### src/rtl/axi_rrg_pkg.sv
// -----------------------------------------------------------------------------
// axi_rrg_pkg
// Shared types for the AXI read-response generator (axi_rd_resp_gen) and its
// beat FIFO (axi_rrg_fifo).
//   resp_t    : AXI RRESP encoding (EXOKAY is defined but never generated)
//   state_t   : burst FSM states
//   beat_resp : maps a memory-side beat error flag onto RRESP
// The beat-entry struct lives in axi_rd_resp_gen because its field widths
// follow that module's parameters, which a package cannot see.
// -----------------------------------------------------------------------------
package axi_rrg_pkg;

  localparam int RESP_W = 2;

  typedef enum logic [1:0] {
    OKAY   = 2'b00,
    EXOKAY = 2'b01,
    SLVERR = 2'b10,
    DECERR = 2'b11
  } resp_t;

  typedef enum logic [1:0] {
    IDLE  = 2'b00,
    BURST = 2'b01,
    ERRB  = 2'b10
  } state_t;

  // A beat error only affects the response of that beat.
  function automatic resp_t beat_resp(input logic err);
    resp_t r;
    if (err) begin
      r = SLVERR;
    end else begin
      r = OKAY;
    end
    return r;
  endfunction

endpackage

### src/rtl/axi_rrg_fifo.sv
// -----------------------------------------------------------------------------
// axi_rrg_fifo
// Synchronous DEPTH x WIDTH FIFO holding R-channel beats.
// Ports:
//   clk_i, reset_i : clock and synchronous active-high reset
//   push_i, push_data_i : write one entry (ignored while full)
//   pop_i          : retire the head entry (ignored while empty)
//   head_o         : head entry from storage registers, all-zero while empty
//   full_o, empty_o: occupancy flags derived from the entry count
// DEPTH must be a power of two (>=2) so pointers wrap naturally.
// -----------------------------------------------------------------------------
module axi_rrg_fifo #(
  parameter int WIDTH = 8,
  parameter int DEPTH = 4
) (
  input  logic             clk_i,
  input  logic             reset_i,
  input  logic             push_i,
  input  logic [WIDTH-1:0] push_data_i,
  input  logic             pop_i,
  output logic [WIDTH-1:0] head_o,
  output logic             full_o,
  output logic             empty_o
);

  localparam int PTR_W = $clog2(DEPTH);
  localparam int CNT_W = PTR_W + 1;

  logic [WIDTH-1:0] mem_q [DEPTH];
  logic [PTR_W-1:0] wr_ptr_q;
  logic [PTR_W-1:0] rd_ptr_q;
  logic [CNT_W-1:0] count_q;
  logic             push_ok_s;
  logic             pop_ok_s;

  assign full_o    = (count_q == CNT_W'(DEPTH));
  assign empty_o   = (count_q == CNT_W'(0));
  assign push_ok_s = push_i & ~full_o;
  assign pop_ok_s  = pop_i & ~empty_o;

  // Storage, pointers and occupancy count.
  always_ff @(posedge clk_i) begin
    if (reset_i) begin
      for (int i = 0; i < DEPTH; i++) begin
        mem_q[i] <= '0;
      end
      wr_ptr_q <= PTR_W'(0);
      rd_ptr_q <= PTR_W'(0);
      count_q  <= CNT_W'(0);
    end else begin
      if (push_ok_s) begin
        mem_q[wr_ptr_q] <= push_data_i;
        wr_ptr_q        <= wr_ptr_q + PTR_W'(1);
      end
      if (pop_ok_s) begin
        rd_ptr_q <= rd_ptr_q + PTR_W'(1);
      end
      case ({push_ok_s, pop_ok_s})
        2'b10:   count_q <= count_q + CNT_W'(1);
        2'b01:   count_q <= count_q - CNT_W'(1);
        default: count_q <= count_q;
      endcase
    end
  end

  // Head is zeroed while empty so idle R outputs read as zero.
  always_comb begin
    head_o = '0;
    if (empty_o) begin
      head_o = '0;
    end else begin
      head_o = mem_q[rd_ptr_q];
    end
  end

endmodule

### src/rtl/axi_rd_resp_gen.sv
// -----------------------------------------------------------------------------
// axi_rd_resp_gen
// AXI slave read-response generator. Accepts one burst command at a time,
// pulls cmd_len+1 beats from the memory side (or fabricates DECERR beats for
// a failed decode), tags each beat with ID/RRESP/RLAST and queues it in a
// beat FIFO that feeds the AXI R channel with one cycle of latency.
// Ports:
//   clk, reset                 : clock, synchronous active-high reset
//   cmd_valid/cmd_ready        : burst command handshake
//   cmd_id, cmd_len, cmd_decerr: burst ID, beats-1, decode-error flag
//   rd_valid/rd_ready          : memory beat handshake
//   rd_data, rd_err            : memory beat payload and slave-error flag
//   RID/RDATA/RRESP/RLAST/RVALID/RREADY : AXI R channel
//   beat_count                 : R handshakes in the current burst
//                                (only when AXI_RRG_BEAT_CNT_EN is defined)
// Optional feature macro: AXI_RRG_BEAT_CNT_EN
// -----------------------------------------------------------------------------
module axi_rd_resp_gen
  import axi_rrg_pkg::*;
#(
  parameter int DATA_W = 32,
  parameter int ID_W   = 6,
  parameter int LEN_W  = 8,
  parameter int DEPTH  = 4
) (
  input  logic              clk,
  input  logic              reset,
  input  logic              cmd_valid,
  output logic              cmd_ready,
  input  logic [ID_W-1:0]   cmd_id,
  input  logic [LEN_W-1:0]  cmd_len,
  input  logic              cmd_decerr,
  input  logic              rd_valid,
  output logic              rd_ready,
  input  logic [DATA_W-1:0] rd_data,
  input  logic              rd_err,
  output logic [ID_W-1:0]   RID,
  output logic [DATA_W-1:0] RDATA,
  output logic [1:0]        RRESP,
  output logic              RLAST,
  output logic              RVALID,
  input  logic              RREADY
`ifdef AXI_RRG_BEAT_CNT_EN
  ,
  output logic [LEN_W:0]    beat_count
`endif
);

  localparam int BL_W = LEN_W + 1;

  typedef struct packed {
    logic [ID_W-1:0]   id;
    logic [DATA_W-1:0] data;
    resp_t             resp;
    logic              last;
  } beat_t;

  localparam int ENTRY_W = $bits(beat_t);

  state_t          state_q, state_d;
  logic [BL_W-1:0] beats_left_q, beats_left_d;
  logic [ID_W-1:0] id_q, id_d;

  beat_t push_entry_s;
  beat_t head_s;
  logic  push_s;
  logic  pop_s;
  logic  last_s;
  logic  fifo_full_s;
  logic  fifo_empty_s;

  axi_rrg_fifo #(
    .WIDTH (ENTRY_W),
    .DEPTH (DEPTH)
  ) u_fifo (
    .clk_i       (clk),
    .reset_i     (reset),
    .push_i      (push_s),
    .push_data_i (push_entry_s),
    .pop_i       (pop_s),
    .head_o      (head_s),
    .full_o      (fifo_full_s),
    .empty_o     (fifo_empty_s)
  );

  assign RVALID = ~fifo_empty_s;
  assign pop_s  = RVALID & RREADY;
  assign RID    = head_s.id;
  assign RDATA  = head_s.data;
  assign RRESP  = head_s.resp;
  assign RLAST  = head_s.last;

  // FSM state, remaining-beat counter and latched burst ID.
  always_ff @(posedge clk) begin
    if (reset) begin
      state_q      <= IDLE;
      beats_left_q <= BL_W'(0);
      id_q         <= ID_W'(0);
    end else begin
      state_q      <= state_d;
      beats_left_q <= beats_left_d;
      id_q         <= id_d;
    end
  end

  // Next-state, handshake and FIFO-push decode.
  always_comb begin
    state_d      = state_q;
    beats_left_d = beats_left_q;
    id_d         = id_q;
    cmd_ready    = 1'b0;
    rd_ready     = 1'b0;
    push_s       = 1'b0;
    push_entry_s = '0;
    last_s       = (beats_left_q == BL_W'(1));
    case (state_q)
      IDLE: begin
        cmd_ready = 1'b1;
        if (cmd_valid) begin
          id_d = cmd_id;
          // Extra bit keeps len=max from wrapping to zero beats.
          beats_left_d = {1'b0, cmd_len} + BL_W'(1);
          if (cmd_decerr) begin
            state_d = ERRB;
          end else begin
            state_d = BURST;
          end
        end else begin
          state_d = IDLE;
        end
      end
      BURST: begin
        // No pass-through: a full FIFO blocks rd even if R pops this cycle.
        rd_ready = ~fifo_full_s;
        if (rd_valid && !fifo_full_s) begin
          push_s            = 1'b1;
          push_entry_s.id   = id_q;
          push_entry_s.data = rd_data;
          push_entry_s.resp = beat_resp(rd_err);
          push_entry_s.last = last_s;
          beats_left_d      = beats_left_q - BL_W'(1);
          if (last_s) begin
            state_d = IDLE;
          end else begin
            state_d = BURST;
          end
        end else begin
          state_d = BURST;
        end
      end
      ERRB: begin
        // Decode failure: beats are fabricated, the memory side stays idle.
        if (!fifo_full_s) begin
          push_s            = 1'b1;
          push_entry_s.id   = id_q;
          push_entry_s.data = '0;
          push_entry_s.resp = DECERR;
          push_entry_s.last = last_s;
          beats_left_d      = beats_left_q - BL_W'(1);
          if (last_s) begin
            state_d = IDLE;
          end else begin
            state_d = ERRB;
          end
        end else begin
          state_d = ERRB;
        end
      end
      default: begin
        state_d = IDLE;
      end
    endcase
  end

`ifdef AXI_RRG_BEAT_CNT_EN
  logic [LEN_W:0] beat_count_q;

  // R handshakes seen in the burst currently draining; cleared by RLAST.
  always_ff @(posedge clk) begin
    if (reset) begin
      beat_count_q <= (LEN_W+1)'(0);
    end else if (pop_s) begin
      if (RLAST) begin
        beat_count_q <= (LEN_W+1)'(0);
      end else begin
        beat_count_q <= beat_count_q + (LEN_W+1)'(1);
      end
    end
  end

  assign beat_count = beat_count_q;
`endif

endmodule

### config.mk
export PLATFORM = sky130hd
export DESIGN_NAME = axi_rd_resp_gen
export DESIGN_NICKNAME = d
export VERILOG_FILES = /design/src/rtl/axi_rrg_pkg.sv /design/src/rtl/axi_rrg_fifo.sv /design/src/rtl/axi_rd_resp_gen.sv
export SDC_FILE = /design/constraint.sdc
export NUM_CORES = 1
export LEC_CHECK = 0
export ABC_CLOCK_PERIOD_IN_PS = 6000
export CAP_MARGIN = 10
export CORE_MARGIN = 5
export CORE_UTILIZATION = 57
export CTS_BUF_LIST = sky130_fd_sc_hd__clkbuf_4 sky130_fd_sc_hd__clkbuf_8 sky130_fd_sc_hd__clkbuf_16
export DETAILED_ROUTE_END_ITERATION = 8
export HOLD_SLACK_MARGIN = 0.08
export PLACE_DENSITY = 0.8
export SKIP_CTS_REPAIR_TIMING = 1
export SLEW_MARGIN = 30
export SYNTH_ARGS = -nofsm -noshare
export SYNTH_HDL_FRONTEND = slang
export SYNTH_SLANG_ARGS = --single-unit
### constraint.sdc
create_clock -name clk -period 6 [get_ports clk]
set_input_delay 1.8 -clock clk [delete_from_list [all_inputs] [get_ports clk]]
set_output_delay 1.8 -clock clk [all_outputs]
set_load 0.01 [all_outputs]
Yosys cells after proc, flatten, opt, wreduce, memory -nomap -nowiden. Memory sizes are Yosys's and may differ from the RTL's. A register that Yosys moved wholly into a read port is not among the register bits. Cells that the tools add are included.

Bits in registers: 24. Memory bits (writable): 164. Output and inout bits: 44. Memories kept: 1.

Memory list: u_fifo.mem_q (words 4, width 41, rd ports 1, clocked after memory_dff 1, write ports 4, line axi_rrg_fifo.sv:29) `logic [WIDTH-1:0] mem_q [DEPTH];`.

Add/sub/neg operators: 6. Eq/ne operators: 9. Multiplexer cells: 32. Bitwise logic cells: 5. Reduce and logical (&&, ||, !) cells: 9.

Operators by type and width (number): $mux W41 (4); $pmux W41 S2 (1); $reduce_or A41 Y1 (1); $mux W9 (3); $pmux W9 S3 (1); $mux W2 (9); $mux W1 (11); $add A8 B1 Y9 const B (1); $eq A9 B1 Y1 const B (1); $sub A9 B1 Y9 const B (1); $ne A2 B2 Y1 const B (3); $pmux W2 S3 (1); $pmux W3 S2 (1); $add A2 B1 Y2 const B (2); $eq A2 B1 Y1 const B (2); $eq A2 B2 Y1 const B (2); $reduce_and A4 Y1 (1); $add A3 B1 Y3 const B (1); $and A1 B1 Y1 (3); $eq A3 B3 Y1 const B (1); $logic_not A3 Y1 (1); $reduce_bool A3 Y1 (1); $sub A3 B1 Y3 const B (1); $logic_not A2 Y1 (1); other kinds (6) (7).

Depth between registers and ports, before layout.
Word-level depth: 11. Mapped depth: 11. Depth with buffers taken out: 10.

Hierarchy. Synthesis repeated with hierarchy kept, for this count alone.

Cell total of the unflattened synthesis: 685. Area, all modules: 9183.8 sq um.

Modules (own cells, without submodules): axi_rrg_fifo (instances 1, cells each 494, area an instance 7798.7 sq um); axi_rd_resp_gen (instances 1, cells each 191, area an instance 1385.1 sq um).

Least setup slack after synthesis. No wires, ideal clock.

Kind: in2reg. Start: in rd_valid. End: mem u_fifo.mem_q[3][0] in the netlist's numbering (enable). Setup time: 496 ps. Data arrival time: 4983 ps. Data required time: 5504 ps. Slack: 521 ps. Stages: 3. Buffers on the path: 0. Cells stage by stage: a21o_1 > nand4_1 > o21ai_0.

RTL lines: from (decl) (line axi_rd_resp_gen.sv:33) `input logic rd_valid,`; to (decl) (line axi_rrg_fifo.sv:29).

==> flow_metrics.tcl <==
set metrics [dict create \
    gr-total-overflow 0 \
    grtUsageTotal_pct 21.7 \
    min_from "beats_left_q[8]$_SDFFE_PP0P_" \
    yosys_warnings 0 \
    max_slew_margin_pct 42.2 \
    synth_edf_count 164 \
    period_share_pct 78.5 \
    cts_tree "yes" \
    multiInputGateArea_um2 3310 \
    tightest_slew_ns 0.863 \
    fmax_mhz 212 \
    rsz0062_at_grt "false" \
    finalHoldViolCount 0 \
    grt_pass1_vias 5797 \
    reg2reg_from "state_q[0]$_SDFF_PP0_" \
    die_w_um 135 \
    antenna_found_initial 0 \
    maxSlewViolCount 0 \
    antenna_left 0 \
    yosysUniqueCellTypes 60 \
    initial_core_util_pct 58.4 \
    synthCells 651 \
    area_delta_synth_final_pct 20.2 \
    hold_class "reg -> reg" \
    synth.net_count 713 \
    worst-r2r-setup-slack_ns 2.53 \
    totalWireLength_mm 18.6 \
    coreArea_um2 15300 \
    yosysSeqAreaShare_pct 60.9 \
    path_class "reg -> out" \
    place_ws_ns 1.39 \
    ys_seq_elements 190 \
    root_buffer "clkbuf_16" \
    clock_latency_ns 0.43 \
    path_clk_slew_ns 0.06 \
    critPathLaunchType "flop" \
    via_per_inst 5.75 \
    cap_viol_max_count 0 \
    peakVddDrop_v 0.000192 \
    synth-main-ff-cell "edfxtp_1" \
    finalSetupViolations 0 \
    async_flop_share_pct 0 \
    final_nets 799 \
    placementRows 45 \
    worstSetupEndpointType "output pin" \
    grt_pass1_wl_mm 30.5 \
    drt_first_pass_iters 5 \
    p_leak_uw 0.00384 \
    drcViolationCount 0 \
    vias 5530 \
    port_buffers 96 \
    setup_slack_ns 1.29 \
    cts.sinks 190 \
    tns_ns 0 \
    min_period_ns 4.71 \
    hpwl_mm 11.5 \
    skew_ns 0.00540 \
    outcome "finished, final reports clean" \
    die-area_um2 18300 \
    die_y_um 135 \
    h-tree-depth 4 \
    n_fill_cell 1034 \
    numCtsBuffers 17 \
    drive_gt1_share_pct 13.3 \
    netlist_area_um2 8940 \
    wl_per_cell_um 19.3 \
    cp_max_fo 20 \
    drtIter0Drc 419 \
    regArea_um2 5450 \
    powerDensity_nw_per_um2 295 \
    critPathArrivalTime_ns 2.91 \
    cts_max_path_buffers 2 \
    grt_max_degree 45 \
    gp_congestion 0.877 \
    worstPathRequired_ns 4.20 \
    synth.avg_cell_area_um2 13.7 \
    antenna_cells 0 \
    ioPinCount 97 \
]
## power by group
part / internal [µW] / switching [µW] / leakage (µW)
combinational: 216 / 210 / 0.00162
clock: 744 / 461 / 0.000314
sequential: 1490 / 49.8 / 0.00191
total: 2450 / 721 / 0.00384
## final timing paths
path,end,cells past startpoint
hold / removal,beats_left_q[8]$_SDFFE_PP0P_,2
hold reg to reg,beats_left_q[8]$_SDFFE_PP0P_,2
setup reg to reg,u_fifo.mem_q[1][29]$_SDFFCE_PN0P_,7
setup / recovery,RRESP[0],4
## logic make-up after synthesis
| family | after synthesis | synth area share (%) |
|---|---|---|
| AND/OR/NAND/NOR | 298 | 20.0 |
| flip-flops | 190 | 60.9 |
| buffers and inverters | 54 | 2.57 |
| AO/OA/AOI/OAI | 50 | 4.00 |
| multiplexers | 41 | 10.3 |
| XOR/XNOR | 9 | 0.881 |
| adder cells (fa/ha/maj) | 9 | 1.34 |
## area by class of cell
cell class	count	area share, %
Timing Repair Buffer	106	9.63
Sequential cell	190	50.7
Clock inverter	13	1.80
Inverter	15	0.524
Multi-Input combinational cell	407	30.8
Tap cell	211	2.46
Clock buffer	19	4.10
## sequential cells by signal, summed over array words and instances, names as in the netlist, named ones only
name,count
beats_left_q,9
id_q,6
state_q,2
u_fifo.count_q,3
u_fifo.mem_q,164
u_fifo.rd_ptr_q,2
u_fifo.wr_ptr_q,2
## layer usage
layer | track usage [%] | up-vias | part of all wire [%]
li1 | - | 2550 | -
met1 | 27.6 | 2768 | 40
met2 | 37.4 | 177 | 53
met3 | 3.97 | 35 | 5.0
met4 | 7.89 | 0 | 2.1
met5 | 0 | - | 0
## cell usage after synthesis, types with 3 or more instances
library cell | n | share of area, %
nor2_1 | 23 | 0.97
buf_1 | 5 | 0.21
xnor2_1 | 4 | 0.39
nand3_1 | 18 | 1.0
o31ai_1 | 3 | 0.25
buf_2 | 8 | 0.45
ha_1 | 8 | 1.1
clkbuf_1 | 17 | 0.71
clkbuf_2 | 7 | 0.39
nand2_1 | 19 | 0.80
a211oi_1 | 3 | 0.25
o21ai_0 | 10 | 0.56
inv_1 | 15 | 0.63
edfxtp_1 | 164 | 55
a21oi_1 | 12 | 0.67
and3_1 | 6 | 0.42
nor3_1 | 8 | 0.45
and2_1 | 195 | 14
nand4_1 | 3 | 0.21
mux4_2 | 41 | 10
or3_1 | 5 | 0.35
dfxtp_1 | 26 | 5.8
nor4_1 | 4 | 0.28
xor2_1 | 5 | 0.49
## placed cells by master (no fill, tap or decap), types with 3 or more instances in the layout
cell type and n:
a21oi_1 12, a211oi_1 3, nand2_1 16, xnor2_1 4, clkbuf_16 17, o31ai_1 3
edfxtp_1 164, ha_1 8, buf_4 10, nand3_1 18, clkinv_2 3, or3_1 5
nor2_1 23, dfxtp_1 24, clkinv_1 3, mux4_2 41, o21ai_0 9, nor4_1 4
and2_1 195, inv_1 15, nor3_1 8, xor2_1 5, nand4_1 3, bufinv_16 5
clkdlybuf4s50_1 96, and3_1 6
## critical path, cell delays in order (launching register included)
cell and delay [ns]:
dfxtp_2 0.79, buf_4 0.44, mux4_2 0.56, and2_1 0.19, clkdlybuf4s50_1 0.49
## through the flow
stage | hold WS [ns] | util, % | total power [µW] | instance area [µm²] | instances
after floorplan | 0.428 | - | 1820 | 8940 | 651
after global placement | 0.446 | 66.0 | 1980 | 10100 | 929
after detailed placement | 0.445 | 66.1 | 2000 | 10100 | 929
after CTS | 0.458 | 70.2 | 3190 | 10800 | 961
after global routing | 0.490 | 70.2 | 3300 | 10800 | 961
final | 0.458 | 70.2 | 3170 | 10800 | 961
Power figures use the tool's default switching activity.
